### src/rtl/vend_pkg.sv
// Shared vending-machine definitions: product codes, prices, coin decode,
// controller state encoding and the price-lookup record.
package vend_pkg;

  localparam int PRICE_W = 4;
  localparam int CODE_W  = 3;

  localparam logic [CODE_W-1:0] PROD_NONE   = 3'd0;
  localparam logic [CODE_W-1:0] PROD_CHOC   = 3'd1;
  localparam logic [CODE_W-1:0] PROD_NACHO  = 3'd2;
  localparam logic [CODE_W-1:0] PROD_COOKIE = 3'd3;
  localparam logic [CODE_W-1:0] PROD_CAN    = 3'd4;
  localparam logic [CODE_W-1:0] PROD_BOTTLE = 3'd5;

  localparam logic [PRICE_W-1:0] PRICE_CHOC   = 4'd3;
  localparam logic [PRICE_W-1:0] PRICE_NACHO  = 4'd4;
  localparam logic [PRICE_W-1:0] PRICE_COOKIE = 4'd5;
  localparam logic [PRICE_W-1:0] PRICE_CAN    = 4'd7;
  localparam logic [PRICE_W-1:0] PRICE_BOTTLE = 4'd9;

  // Controller states, kept as plain constants for the legacy encoding.
  localparam logic [1:0] ST_IDLE    = 2'd0;
  localparam logic [1:0] ST_COLLECT = 2'd1;
  localparam logic [1:0] ST_VEND    = 2'd2;
  localparam logic [1:0] ST_CHANGE  = 2'd3;

  typedef enum logic [1:0] {
    COIN_1  = 2'b00,
    COIN_2  = 2'b01,
    COIN_5  = 2'b10,
    COIN_10 = 2'b11
  } coin_e;

  typedef struct packed {
    logic               valid;
    logic [PRICE_W-1:0] price;
  } price_t;

  function automatic logic [3:0] coin_units(input logic [1:0] code);
    logic [3:0] units;
    case (coin_e'(code))
      COIN_1:  units = 4'd1;
      COIN_2:  units = 4'd2;
      COIN_5:  units = 4'd5;
      default: units = 4'd10;
    endcase
    return units;
  endfunction

endpackage

### src/rtl/vend_price_lut.sv
// Combinational product-code to {valid, price} lookup; shared by the credit
// controller, the dispenser and the display logic.
module vend_price_lut
  import vend_pkg::*;
(
  input  logic [CODE_W-1:0] code,
  output price_t            info
);

  // NOTE: assigning a default before the case keeps this block purely
  // combinational; any path that skipped an assignment would infer a latch.
  always_comb begin
    info = '{valid: 1'b0, price: '0};
    case (code)
      PROD_CHOC:   info = '{valid: 1'b1, price: PRICE_CHOC};
      PROD_NACHO:  info = '{valid: 1'b1, price: PRICE_NACHO};
      PROD_COOKIE: info = '{valid: 1'b1, price: PRICE_COOKIE};
      PROD_CAN:    info = '{valid: 1'b1, price: PRICE_CAN};
      PROD_BOTTLE: info = '{valid: 1'b1, price: PRICE_BOTTLE};
      default:     info = '{valid: 1'b0, price: '0};
    endcase
  end

endmodule

### src/rtl/vend_credit_fsm.sv
// Vending front end: accumulates coin credit, validates selections, requests
// dispense (K/C), waits for the dispenser acknowledge A and returns change.
module vend_credit_fsm
  import vend_pkg::*;
#(
  parameter int CREDIT_W    = 8,
  parameter int MAX_CREDIT  = 200,
  parameter int ACK_TIMEOUT = 15
) (
  input  logic                clk,
  input  logic                reset,
  input  logic                coin_valid,
  input  logic [1:0]          coin_value,
  input  logic                sel_valid,
  input  logic [CODE_W-1:0]   sel_code,
  input  logic                cancel,
  input  logic                A,
  output logic                K,
  output logic [CODE_W-1:0]   C,
  output logic [CREDIT_W-1:0] credit,
  output logic [CREDIT_W-1:0] change,
  output logic                change_valid,
  output logic                coin_reject,
  output logic                sel_err,
  output logic                fault,
  output logic                busy
);

  localparam int SUM_W = CREDIT_W + 1;
  localparam int TMR_W = $clog2(ACK_TIMEOUT + 1);

  if (MAX_CREDIT > (2 ** CREDIT_W) - 1 || CREDIT_W < PRICE_W || ACK_TIMEOUT < 1)
  begin : g_bad_params
    $error("vend_credit_fsm: MAX_CREDIT must fit in CREDIT_W bits and ACK_TIMEOUT must be >= 1");
  end

  logic [1:0]          state, state_d;
  logic [PRICE_W-1:0]  price_q, price_d;
  logic [TMR_W-1:0]    tmr, tmr_d, tmr_inc;
  logic [CREDIT_W-1:0] credit_d, credit_in, change_d;
  logic [CODE_W-1:0]   c_d;
  logic                k_d, change_valid_d, coin_reject_d, sel_err_d, fault_d, busy_d;
  logic [SUM_W-1:0]    coin_sum;
  logic                coin_fits, accepting, sel_ok;
  price_t              sel_info;

  vend_price_lut u_price_lut (
    .code (sel_code),
    .info (sel_info)
  );

  // Coin arithmetic is done one bit wider so the ceiling test cannot wrap.
  always_comb begin
    coin_sum  = {1'b0, credit} + SUM_W'(coin_units(coin_value));
    coin_fits = (coin_sum <= SUM_W'(MAX_CREDIT));
    accepting = (state == ST_IDLE) || (state == ST_COLLECT);
    credit_in = (accepting && coin_valid && coin_fits) ? coin_sum[CREDIT_W-1:0] : credit;
    // Affordability uses credit before any same-cycle coin.
    sel_ok    = sel_info.valid && (credit >= CREDIT_W'(sel_info.price));
    tmr_inc   = tmr + TMR_W'(1);
  end

  always_comb begin
    state_d        = state;
    price_d        = price_q;
    tmr_d          = tmr;
    credit_d       = credit;
    change_d       = change;
    k_d            = K;
    c_d            = C;
    change_valid_d = 1'b0;
    coin_reject_d  = 1'b0;
    sel_err_d      = 1'b0;
    fault_d        = 1'b0;

    case (state)
      ST_IDLE, ST_COLLECT: begin
        coin_reject_d = coin_valid && !coin_fits;
        if (cancel && state == ST_COLLECT) begin
          change_d       = credit_in;
          change_valid_d = 1'b1;
          credit_d       = '0;
          state_d        = ST_IDLE;
        end else if (sel_valid && sel_ok) begin
          credit_d = credit_in;
          price_d  = sel_info.price;
          k_d      = 1'b1;
          c_d      = sel_code;
          tmr_d    = '0;
          state_d  = ST_VEND;
        end else begin
          sel_err_d = sel_valid;
          credit_d  = credit_in;
          state_d   = (credit_in == '0) ? ST_IDLE : ST_COLLECT;
        end
      end

      ST_VEND: begin
        coin_reject_d = coin_valid;
        if (A) begin
          k_d            = 1'b0;
          c_d            = PROD_NONE;
          change_d       = credit - CREDIT_W'(price_q);
          change_valid_d = 1'b1;
          credit_d       = '0;
          state_d        = ST_CHANGE;
        end else if (tmr_inc == TMR_W'(ACK_TIMEOUT)) begin
          // Dispenser never answered: refund everything, nothing was sold.
          k_d            = 1'b0;
          c_d            = PROD_NONE;
          fault_d        = 1'b1;
          change_d       = credit;
          change_valid_d = 1'b1;
          credit_d       = '0;
          state_d        = ST_CHANGE;
        end else begin
          tmr_d = tmr_inc;
        end
      end

      default: begin
        coin_reject_d = coin_valid;
        if (!A) state_d = ST_IDLE;
      end
    endcase

    busy_d = (state_d == ST_VEND) || (state_d == ST_CHANGE);
  end

  // NOTE: clocked state uses non-blocking assignments so every register
  // samples the pre-edge values regardless of statement order.
  always_ff @(posedge clk or posedge reset) begin
    if (reset) begin
      state        <= ST_IDLE;
      price_q      <= '0;
      tmr          <= '0;
      credit       <= '0;
      change       <= '0;
      K            <= 1'b0;
      C            <= PROD_NONE;
      change_valid <= 1'b0;
      coin_reject  <= 1'b0;
      sel_err      <= 1'b0;
      fault        <= 1'b0;
      busy         <= 1'b0;
    end else begin
      state        <= state_d;
      price_q      <= price_d;
      tmr          <= tmr_d;
      credit       <= credit_d;
      change       <= change_d;
      K            <= k_d;
      C            <= c_d;
      change_valid <= change_valid_d;
      coin_reject  <= coin_reject_d;
      sel_err      <= sel_err_d;
      fault        <= fault_d;
      busy         <= busy_d;
    end
  end

endmodule

### config.mk
export PLATFORM = sky130hd
export DESIGN_NAME = vend_credit_fsm
export DESIGN_NICKNAME = d
export VERILOG_FILES = /design/src/rtl/vend_pkg.sv /design/src/rtl/vend_price_lut.sv /design/src/rtl/vend_credit_fsm.sv
export SDC_FILE = /design/constraint.sdc
export NUM_CORES = 1
export LEC_CHECK = 0
export BUFFER_PORTS_ARGS = -buffer_cell sky130_fd_sc_hd__buf_4
export CAP_MARGIN = 20
export CORE_ASPECT_RATIO = 0.5
export CORE_MARGIN = 2
export CORE_UTILIZATION = 55
export CTS_CLUSTER_SIZE = 8
export DETAILED_ROUTE_END_ITERATION = 10
export MAX_ROUTING_LAYER = met4
export PLACE_DENSITY_LB_ADDON = 0.1
export SLEW_MARGIN = 20
export SYNTH_ARGS = -nofsm -noshare
export SYNTH_HDL_FRONTEND = slang
export SYNTH_HIERARCHICAL = 1
export SYNTH_SLANG_ARGS = --single-unit
export TNS_END_PERCENT = 5
### constraint.sdc
create_clock -name clk -period 4.3 [get_ports clk]
set_input_delay 0.645 -clock clk [delete_from_list [all_inputs] [get_ports clk]]
set_output_delay 0.645 -clock clk [all_outputs]
set_load 0.005 [all_outputs]
After elaboration in Yosys (flattened, before gate mapping)
Index checks and enable logic that the tools add are counted.
Widths: inputs -> output; s select.
{ "totals": {"word_cells": 98, "reg_bits": 35, "out_inout_bits": 25} }
{ "op_classes": {"n_reduce_logical": 19, "n_bitwise": 1, "addsub": 3, "muxes": 43, "n_lt_le_gt_ge": 2, "n_eq_ne": 18} }
{ "ops": {"columns": ["cell", "count"], "rows": [
  ["$mux 8", 7],
  ["$pmux 8 s2", 2],
  ["$pmux 5 s5", 1],
  ["$mux 4", 4],
  ["$mux 1", 14],
  ["$mux 3", 4],
  ["$pmux 4 s3", 1],
  ["$mux 2", 5],
  ["$ne 2x2->1 const B", 5],
  ["$add 8x4->9", 1],
  ["$le 9x8->1 const B", 1],
  ["$eq 2x2->1 const B", 4],
  ["$ge 8x4->1", 1],
  ["$logic_not 8->1", 1],
  ["$pmux 4 s2", 1],
  ["$sub 8x4->8", 1],
  ["$eq 3x2->1 const B", 2],
  ["$eq 3x3->1 const B", 2],
  ["$logic_and 1x1->1", 6],
  ["$pmux 3 s2", 1],
  ["$reduce_and 3->1", 2],
  ["$reduce_and 5->1", 1],
  ["$add 4x1->4 const B", 1],
  ["$eq 2x1->1 const B", 2],
  ["other kinds (13)", 16]
]} }

Depth between registers and ports, before layout
{ "depth": {"ltp_word": 13, "ltp_mapped": 11, "ltp_nobuf": 11} }

Cells and area by module
The synthesis kept the hierarchy.
{ "modules_own_cells": {"columns": ["module", "area_per_inst_um2", "seq_area_each_um2", "cells_each", "n_inst"], "rows": [
  ["vend_credit_fsm", 2239.6, 850.8, 249, 1],
  ["vend_price_lut", 58.8, 0.0, 9, 1]
]} }

Least setup slack after synthesis
Ideal clock, no wire load.
{ "synth_timing": {"path_type": "input to register", "from": "in coin_value[0]", "to": "reg change[7]", "stages": 11, "setup_slack_ns": 1.112, "arrival_time_ns": 3.061, "setup_ns": 0.126, "n_path_buf": 0, "cell_sequence": "inv_1 -> ha_1 -> fa_1 -> a211oi_2 -> nor2_2 -> nand3_1 -> nor3_1 -> o32a_4 -> or4_4 -> xnor2_1 -> a221o_1"} }
{ "synth_between": {"elab_chain_cells": 8} }
{ "synth_rtl": {"columns": ["element", "line_no", "rtl"], "rows": [
  ["start: declaration", "vend_credit_fsm.sv:13", "input logic [1:0] coin_value,"],
  ["$eq 2x2->1, or another cell as far along", "vend_pkg.sv:41", "case (coin_e'(code))"],
  ["$pmux 4 s3 *", "vend_pkg.sv:41", null],
  ["$add 8x4->9 *", "vend_credit_fsm.sv:54", "coin_sum = {1'b0, credit} + SUM_W'(coin_units(coin_value));"],
  ["$le 9x8->1", "vend_credit_fsm.sv:55", "coin_fits = (coin_sum <= SUM_W'(MAX_CREDIT));"],
  ["$logic_and 1x1->1", "vend_credit_fsm.sv:57", "credit_in = (accepting && coin_valid && coin_fits) ? coin_sum[CREDIT_W-1:0] : credit;"],
  ["$mux 8 *", "vend_credit_fsm.sv:57", null],
  ["$mux 8 *", "vend_credit_fsm.sv:79", "if (cancel && state == ST_COLLECT) begin"],
  ["$pmux 8 s2 *", "vend_credit_fsm.sv:76", "case (state)"],
  ["end signal: assignment", "vend_credit_fsm.sv:151", "change <= change_d;"],
  ["end: declaration", "vend_credit_fsm.sv:21", "output logic [CREDIT_W-1:0] change,"]
]} }
Mark *: on every way between the ends. The rest lies on a longest branch, timed or not. The select of a mux whose other input is x is not followed.
A chain may end at the register's enable or synchronous reset.

Worst setup path after layout
{ "layout_timing": {"from": "in coin_value[0]", "to": "reg change[0]"} }
Same word-level chain as after synthesis.

==> flow_summary.ini <==
[die]
die_height_um = 49.71
io_pins = 36
die_x_um = 95.42
num_rows = 16
start_util_pct = 57.99
die-area_um2 = 4743
core_um2 = 3964

[power_and_ir_drop]
internal_power_w = 0.0009556
power.density_nw_per_um2 = 618.0
p_seq_share_pct = 33.2
switching_share_pct = 42.55
combPwrFrac_pct = 53.7
p_leak_nw = 1.234
pwr-share-clk_pct = 13.1
p_sw_w = 0.0007077
vdd_drop_max_uv = 314.4

[clock_tree]
cts.sinks = 34
clk_pin_slew_ns = 0.06
cts_hold_buffers = 0
clk_path_buf_depth = 2
root_buffer = clkbuf_8
tritoncts = done
postCtsSetupRepairBufs = 0
insertion_delay_ns = 0.28
cts_buffers = 5
cts_resized = 0
htreeDepth = 2

[worst_setup_path]
crit_path_start_kind = input port
required_ns = 4.47
cp_data_arrival_time_ns = 3.38
regToRegStartpoint = credit[1]$_DFFE_PP0P_
worstSetupPathType = in2reg
cp_slowest_cell = fa_1
cpPeakStageDelay_ns = 0.43
crit-reg2reg-capture = change[0]$_DFFE_PP0P_
path_max_fanout = 9
worstPathCellList = buf_4 -> inv_1 -> ha_1 -> fa_1 -> a211oi_2 -> nor2_2 -> nand3_1 -> nor3_1 -> o32a_4 -> nor3_4 -> mux2_2 -> a22o_1
r2r_setup_slack_ns = 1.16
reg2regPathDepth = 9
crit_path_end_kind = register

[global_routing]
grt_usage_pct = 25.54
grt_pass1_wl_mm = 8.956
grt_max_degree = 35
antenna_found_initial = 0
grt_remaining_overflow = 0
grt_pass1_vias = 1858

[route]
avgRoutedWirePerCell_um = 15.66
drt_iter0_drc = 120
dr.max_layer_used = met4
wl_met1_mm = 2.686
wl_mm = 5.481
firstDrtPassIters = 4
wl_met2_mm = 2.341
via_count = 2071
dr_wl_met3_um = 409
drt_drc_violations_left = 0
viasPerCell = 5.917
final_antenna_net_count = 0

[synthesis]
synth_area_per_cell_um2 = 8.909
syn_inst = 258
ys_async_sr_fraction_pct = 100.0
syn-cell-area_um2 = 2298
synth-seq-cells = 34
synth_top_cells_by_count = 34 x dfrtp_1, 25 x o21ai_0, 21 x nand2_1
ys_warn_count = 6
synth_flop_cell = dfrtp_1
synth.most_common_cell = dfrtp_1
yosys.area.top_type_share_pct = 37.02
synth_top_cell_by_area = dfrtp_1
syn_nets = 285
synth_area_leaders = dfrtp_1 37%, ha_1 7.6%, o21ai_0 5.4%
yosysUniqueCellTypes = 52
ys_seq_area_share_pct = 37.02
synth_edf_count = 0

[placement]
portBuffers = 35
gp_congestion = 0.8419
place_ws_ns = 0.8158
dp.cells = 343
place_hpwl_mm = 4.246

[sta]
setup_ws_ns = 1.090
min_period_over_period_pct = 74.64
fin_setup_tns_ns = 0
finalHoldViolations = 0
finalCriticalPeriod_ns = 3.210
rsz0062_at_grt = false
hold_ws_ns = 0.4543
timing.fmax_mhz = 311.6
slew_headroom_pct = 57.90
report.final.slew_viol_count = 0
fin_worst_skew_ns = 0.005288
worst_pin_slew_ns = 0.6250
setup_viol_count_final = 0

[finish]
final_nets = 323
fin_util_pct = 67.90
drive_above_1_share_pct = 18.24
num_antenna_cells = 0
area_growth_syn_to_layout_pct = 17.09
n_fill_cell = 335
finalNonFillerCells = 350

[run]
drv_cap = 0

[worst_hold_path]
hold_class = in2async

[status]
status = finished clean
==> power by group through the flow <==
stage | Clock, W | Combinational (W) | Sequential, W
6_report | 0.000218 | 0.000893 | 0.000553
5_1_grt | 0.000243 | 0.00100 | 0.000570
4_1_cts | 0.000226 | 0.000890 | 0.000550
3_5_place_dp | 0 | 0.000883 | 0.000555
3_3_place_gp | 0 | 0.000865 | 0.000551
2_1_floorplan | 0 | 0.000606 | 0.000519
==> worst max-delay path, delay by kind of cell <==
family	cells	cell delay, ns
AO/OA/AOI/OAI	3	0.83
adder cells (fa/ha/maj)	2	0.64
buffers and inverters	2	0.15
multiplexers	1	0.40
AND/OR/NAND/NOR	4	0.71
==> kinds of logic (layout without fill, tap and decap cells) <==
family	Yosys count	count (layout)	synth area share, %
AND/OR/NAND/NOR	90	90	20.47
AO/OA/AOI/OAI	77	77	22.48
flip-flops	34	34	37.02
buffers and inverters	27	65	4.845
adder cells (fa/ha/maj)	16	16	9.363
XOR/XNOR	8	8	3.049
multiplexers	6	6	2.776
==> flip-flops by register name, indices dropped and copies added (netlist names) <==
signal and flops:
busy 1, sel_err 1, state 1, price_q 4, change_valid 1, C 3, fault 1, tmr 4
change 8, K 1, coin_reject 1, credit 8
==> per-stage QoR <==
step | area (µm²) | total power (W)
after floorplan | 2298 | 0.001124
after global placement | 2615 | 0.001416
after detailed placement | 2615 | 0.001437
after CTS | 2691 | 0.001666
after global routing | 2691 | 0.001817
final | 2691 | 0.001663
==> routing by layer <==
layer	GRT usage (%)	vias to the layer above
met5	-	-
met1	37.33	986
met3	5.810	7
met4	5.476	0
met2	36.38	78
li1	-	1000
==> layout by cell type, fill, tap and decap left out, types with 5 or more instances in the layout <==
| cell type | instances |
|---|---|
| buf_4 | 38 |
| dfrtp_1 | 34 |
| o21ai_0 | 25 |
| nand2_1 | 21 |
| inv_1 | 20 |
| nor2_1 | 18 |
| a21oi_1 | 17 |
| ha_1 | 14 |
| nor3_1 | 11 |
| nand2b_1 | 10 |
| a22o_1 | 9 |
| xnor2_1 | 7 |
| nor2b_1 | 6 |
| nand3_1 | 6 |
| clkbuf_8 | 5 |
==> layout make-up <==
cell class / count / area, µm² / share of cell area (%)
Inverter: 20 / 75.07 / 2.789
Sequential cell: 34 / 850.8 / 31.61
Multi-Input combinational cell: 197 / 1336 / 49.65
Clock buffer: 7 / 76.32 / 2.836
Timing Repair Buffer: 38 / 285.3 / 10.60
Tap cell: 54 / 67.56 / 2.510
==> how the worst max path moves through the flow <==
stage                              from                     to  slack (ns)  cells past startpoint
final                     coin_value[0]  change[0]$_DFFE_PP0P_        1.09                     12
after global routing      coin_value[0]  change[0]$_DFFE_PP0P_        0.95                     12
after CTS                 coin_value[0]  change[0]$_DFFE_PP0P_        1.11                     12
after detailed placement  coin_value[0]  change[1]$_DFFE_PP0P_        0.82                     12
after global placement    coin_value[0]  change[7]$_DFFE_PP0P_        0.89                     12
after floorplan           coin_value[0]  change[7]$_DFFE_PP0P_        1.11                     11
Power figures use the tool's default switching activity.
